**config.mk**
```make
export PLATFORM = sky130hd
export DESIGN_NAME = decode_issue_stage
export DESIGN_NICKNAME = d
export VERILOG_FILES = /design/src/rtl/decode_issue_stage.sv
export SDC_FILE = /design/constraint.sdc
export NUM_CORES = 1
export LEC_CHECK = 0
export BUFFER_PORTS_ARGS = -buffer_cell sky130_fd_sc_hd__buf_4
export CAP_MARGIN = 20
export CORE_MARGIN = 5
export CORE_UTILIZATION = 56
export DETAILED_ROUTE_END_ITERATION = 8
export PLACE_DENSITY = 0.83
export SETUP_SLACK_MARGIN = 0.4
export SYNTH_ARGS = -nofsm -noshare
export SYNTH_HDL_FRONTEND = slang
export SYNTH_SLANG_ARGS = --single-unit
```
**constraint.sdc**
```tcl
create_clock -name clk -period 4.6 [get_ports clk]
set_clock_uncertainty 0.05 [all_clocks]
set_input_delay 0.92 -clock clk [delete_from_list [all_inputs] [get_ports clk]]
set_output_delay 0.92 -clock clk [all_outputs]
set_load 0.03 [all_outputs]
```
**src/rtl/decode_issue_stage.sv**
```systemverilog
// IF/ID + ID/EX stage: captures fetch words, joins two-word (immediate) instructions, issues to execute.
// Latency: a valid IF/ID instruction reaches ID/EX on the next edge; two-word forms cost one bubble.
// Backpressure: if_ready drops on stallD or flushE; stall holds IF/ID and inserts bubbles, flush drops the fetch word.
module decode_issue_stage (
    input  logic        clk,
    input  logic        rst_n,
    input  logic        if_valid,
    input  logic [15:0] if_instr,
    output logic        if_ready,
    input  logic        stallD,
    input  logic        flushE,
    output logic [6:0]  opcode,
    output logic [2:0]  rsrc1,
    output logic [2:0]  rsrc2,
    output logic        ex_valid,
    output logic        ex_load,
    output logic [2:0]  ex_rdst,
    output logic [6:0]  ex_opcode,
    output logic [2:0]  ex_rsrc1,
    output logic [2:0]  ex_rsrc2,
    output logic [15:0] ex_imm
);

    typedef enum logic {FIRST, IMM} state_t;

    typedef struct packed {
        logic        valid;
        logic        load;
        logic [2:0]  rdst;
        logic [6:0]  opcode;
        logic [2:0]  rsrc1;
        logic [2:0]  rsrc2;
        logic [15:0] imm;
    } ex_t;

    state_t      state;
    logic        id_valid;
    logic [15:0] id_instr;
    logic [15:0] hold;
    logic [15:0] sel;
    ex_t         ex;

    function automatic logic two_word(input logic [6:0] op);
        return (op == 7'b0101000) || (op == 7'b1100000) ||
               (op == 7'b1010000) || (op == 7'b1011000);
    endfunction

    function automatic ex_t issue(input logic [15:0] word, input logic [15:0] imm);
        ex_t e;
        e.valid  = 1'b1;
        e.load   = (word[15:9] == 7'b1010000) || (word[15:9] == 7'b1001000);
        e.rdst   = word[8:6];
        e.opcode = word[15:9];
        e.rsrc1  = word[5:3];
        e.rsrc2  = word[2:0];
        e.imm    = imm;
        return e;
    endfunction

    assign if_ready = !stallD && !flushE;

    // While waiting for the immediate, the hazard unit must keep seeing the first word.
    always_comb begin
        sel = '0;
        if (state == IMM)
            sel = hold;
        else if (id_valid)
            sel = id_instr;
    end

    assign opcode = sel[15:9];
    assign rsrc1  = sel[5:3];
    assign rsrc2  = sel[2:0];

    always_ff @(posedge clk or negedge rst_n) begin
        if (!rst_n) begin
            state    <= FIRST;
            id_valid <= 1'b0;
            id_instr <= '0;
            hold     <= '0;
            ex       <= '0;
        end else if (flushE) begin
            id_valid <= 1'b0;
            state    <= FIRST;
            ex       <= '0;
        end else if (stallD) begin
            ex <= '0;
        end else begin
            id_valid <= if_valid;
            id_instr <= if_instr;
            ex       <= '0;
            if (id_valid) begin
                if (state == IMM) begin
                    ex    <= issue(hold, id_instr);
                    state <= FIRST;
                end else if (two_word(id_instr[15:9])) begin
                    hold  <= id_instr;
                    state <= IMM;
                end else begin
                    ex <= issue(id_instr, 16'h0000);
                end
            end
        end
    end

    assign ex_valid  = ex.valid;
    assign ex_load   = ex.load;
    assign ex_rdst   = ex.rdst;
    assign ex_opcode = ex.opcode;
    assign ex_rsrc1  = ex.rsrc1;
    assign ex_rsrc2  = ex.rsrc2;
    assign ex_imm    = ex.imm;

endmodule

```
Yosys cells after proc, flatten, opt, wreduce, memory -nomap -nowiden
Cells that the tools add are included.
Storage, ports and cells
  logic and storage cells: 48
  register bits after elaboration: 68
  input port bits: 21
Operators by class
  reductions and logical operators: 12
  bitwise logic cells: 3
  equal/unequal tests: 8
  mux-type cells: 14
Operators by type and width (number)
  $mux 34: 5
  $eq 7x7->1 const B: 6
  $mux 16: 2
  $eq 7x6->1 const B: 1
  $mux 1: 7
  $logic_or 1x1->1: 5
  $reduce_and 5->1: 1
  $reduce_and 2->1: 2
  $not 1->1: 3
  $logic_not 1->1: 2
  $ne 2x1->1 const B: 1
  $reduce_bool 2->1: 1
  $logic_and 1x1->1: 1

Logic depth before layout (Yosys ltp)
  depth after elaboration: 9
  depth in mapped cells: 7
  mapped depth without buffers: 4

Worst setup path after synthesis
No wires, ideal clock.
  kind: input to output
  start point: in flushE
  end point: out if_ready
  cell stages on the path: 3
  slack: 1716 ps
  buffers on the path: 2
  data arrival time: 1914 ps
  cells stage by stage: nor2_1 buf_1 buf_1
Between the ends
  cells in the longest elaborated chain, start to end: 2
RTL lines
  from (decl): RTL line 11  | input logic flushE,
  $logic_not 1->1: RTL line 60  | assign if_ready = !stallD && !flushE;
  $logic_and 1x1->1: RTL line 60
  to (decl): RTL line 9  | output logic if_ready,
Every way passes these cells.

Worst setup path in the final report
  start point: reg state
  end point: out opcode[2]
Between the ends
  cells in the longest elaborated chain, start to end: 1
RTL lines
  from (decl): RTL line 36  | state_t state;
  from (signal assigned): RTL line 77  | state <= FIRST;
  from (signal assigned): RTL line 84  | state <= FIRST;
  from (signal assigned): RTL line 95  | state <= FIRST;
  $mux 16: RTL line 65  | if (state == IMM)
  to (decl): RTL line 12  | output logic [6:0] opcode,
Every way passes these cells.

==> results.cfg <==
[clock_network]
cts_tree = yes
cts_hold_buffers = 0
cts.clk_slew.worst_paths_ns = 0.06
cts_setup_buffers = 0
cts_resized = 0
cts_buffers = 9
cts_root_buffer = clkbuf_8
clk_latency_ns = 0.34
clk_path_buf_depth = 2
clock-sinks = 68
htree_levels = 3

[timing]
fin_crit_sh_pct = 72.4
min_period_ns = 3.33
setup_tns_ns = 0
hold_slack_ns = 0.457
setup_viol = 0
final_max_slew_viol_count = 0
relSlewSlack_pct = 34.2
final_hold_viol_count = 0
timing.fmax_ghz = 0.300
tightest_slew_ns = 0.985
rsz0062_at_grt = no

[global_routing]
grt_pass1_vias = 1932
grt_max_degree = 69
grt_pass1_wl_um = 9230
grtUsageTotal_pct = 19.4
grt-ovfl-total = 0
antenna_found_initial = 0

[power_and_ir_drop]
ir_drop_v = 0.000251
power_density_nw_per_um2 = 372
p_leak_uw = 0.00178

[critical_path]
crit_type = reg -> out
worstPathCellList = nor2b_1, a22o_1, buf_4
startpoint_type = flip-flop
max_stage_delay_ns = 0.91
critical_path_required_ns = 3.63
cp-end-kind = output port
crit_path_max_fanout = 25
critPathSlowestCell = nor2b_1
arrival_ns = 2.36

[logic_synthesis]
syn-num-nets = 246
synth_cell_type_count = 32
ys_ff_latch = 68
yosysSeqAreaShare_pct = 62.0
synthArstFlopShare_pct = 100
synthTopCellsByCount = 68 x dfrtp_1, 35 x nand2_1, 22 x mux2_2
synth_edf_count = 0
synth_top_area_cell = dfrtp_1
synthTopCellsByArea = dfrtp_1 62%, mux2_2 9.0%, nand2_1 4.8%, and2_1 4.3%, o211ai_1 3.3%
ys.flop_type = dfrtp_1
netlist_instances = 225
synth_area_um2 = 2750
synth.most_common_cell = dfrtp_1
ys_warn_count = 0
synth_top_area_share_pct = 62.0
avgSynthCellArea_um2 = 12.2

[place]
dp_hpwl_um = 3760
place.port_buffers = 68
gp_congestion = 0.805

[detailed_routing]
wirelength_um = 5730
vias = 1946
drtIter0Drc = 118
via_per_inst = 5.38
ant_nets = 0
wire_per_inst_um = 15.8
drc_errors = 0
drtPass1Iterations = 4

[layout]
n_fill_cell = 335
syn_to_final_growth_pct = 27.2
num_antenna_cells = 0
multiInputGateArea_um2 = 967
layout-drive-gt1-share_pct = 38.6
nets = 312
regArea_um2 = 1700

[floorplan]
rows = 25
die_w_um = 80.0
start_util_pct = 57.8
die_h_um = 80.0
io_pins = 69
coreArea_um2 = 4750
die-area_um2 = 6400

[min_path]
hold_class = reg -> reg

[run_status]
status = finished clean

[run]
maxCapViolCount = 0
-- path summary, 6_finish.rpt --
check | to | start | depth (start not counted) | slack (ns)
max | opcode[2] | state | 3 | 1.27
min | hold[1] | hold[1] | 1 | 0.46
max reg2reg | hold[8] | id_instr[15] | 4 | 2.28
min reg2reg | hold[1] | hold[1] | 1 | 0.46
max in group asynchronous | hold[5] | rst_n | 1 | 3.35
min in group asynchronous | id_instr[12] | rst_n | 1 | 0.62
-- registers in the layout, summed over array words and instances, names as in the netlist, 3 cells and up --
| name | flops |
|---|---|
| ex_imm | 16 |
| ex_opcode | 7 |
| ex_rdst | 3 |
| ex_rsrc1 | 3 |
| ex_rsrc2 | 3 |
| hold | 16 |
| id_instr | 16 |
-- kinds of logic (layout without fill, tap and decap cells) --
kind of cell    count (synthesis)  after routing  synth area share [%]
compound gates                 34             34                  8.29
simple gates                   73             73                  13.0
mux                            31             31                  13.2
flops                          68             68                  62.0
xor+xnor                        2              2                 0.638
buf+inv                        17             87                  2.92
-- placed cells by master (no fill, tap or decap), types with 2 or more instances in the layout --
cell type,netlist,routed
buf_4,0,70
clkbuf_8,0,15
and2_1,19,19
nor2_1,7,6
nor2b_1,3,3
mux2_4,5,5
nand4_1,2,2
mux2_2,22,22
a21oi_1,13,13
dfrtp_1,68,68
inv_1,2,2
o211ai_1,12,12
mux2i_1,4,4
nand2_1,35,35
a22o_1,3,3
-- where the power goes --
| part | internal (µW) | switching, µW | total (µW) |
|---|---|---|---|
| combinational | 67.5 | 78.3 | 146 |
| clock | 282 | 202 | 483 |
| sequential | 631 | 37.4 | 668 |
-- critical path, delay by kind of cell, from the launching register on --
family                 cells  cell delay (ns)
and+or+nand+nor            1             0.91
DFF                        1             0.70
AOI/OAI and AO/OA          1             0.25
buffers and inverters      1             0.16
-- routing by layer --
layer / track usage (%) / vias to the layer above / wire (µm)
met1: 24.3 / 951 / 2310
met5: 0 / - / 0
met2: 30.7 / 69 / 2900
met4: 12.8 / 0 / 197
met3: 3.39 / 19 / 320
li1: - / 907 / -
-- through the flow --
step / power (µW) / worst slack [ns] / utilization, % / std cells / area [µm²]
2_1_floorplan: 763 / 1.72 / - / 225 / 2750
3_3_place_gp: 818 / 1.73 / 69.1 / 347 / 3290
3_5_place_dp: 824 / 1.67 / 69.1 / 347 / 3290
4_1_cts: 1300 / 1.30 / 73.4 / 362 / 3490
5_1_grt: 1350 / 1.09 / 73.4 / 362 / 3490
6_report: 1300 / 1.27 / 73.4 / 362 / 3490
-- area by class of cell --
| class | count | area share, % |
|---|---|---|
| Tap cell | 67 | 2.40 |
| Sequential cell | 68 | 48.7 |
| Inverter | 2 | 0.215 |
| Multi-Input combinational cell | 140 | 27.7 |
| Clock buffer | 15 | 5.91 |
| Timing Repair Buffer | 70 | 15.0 |
No activity file was read; power rests on OpenSTA's default activity.
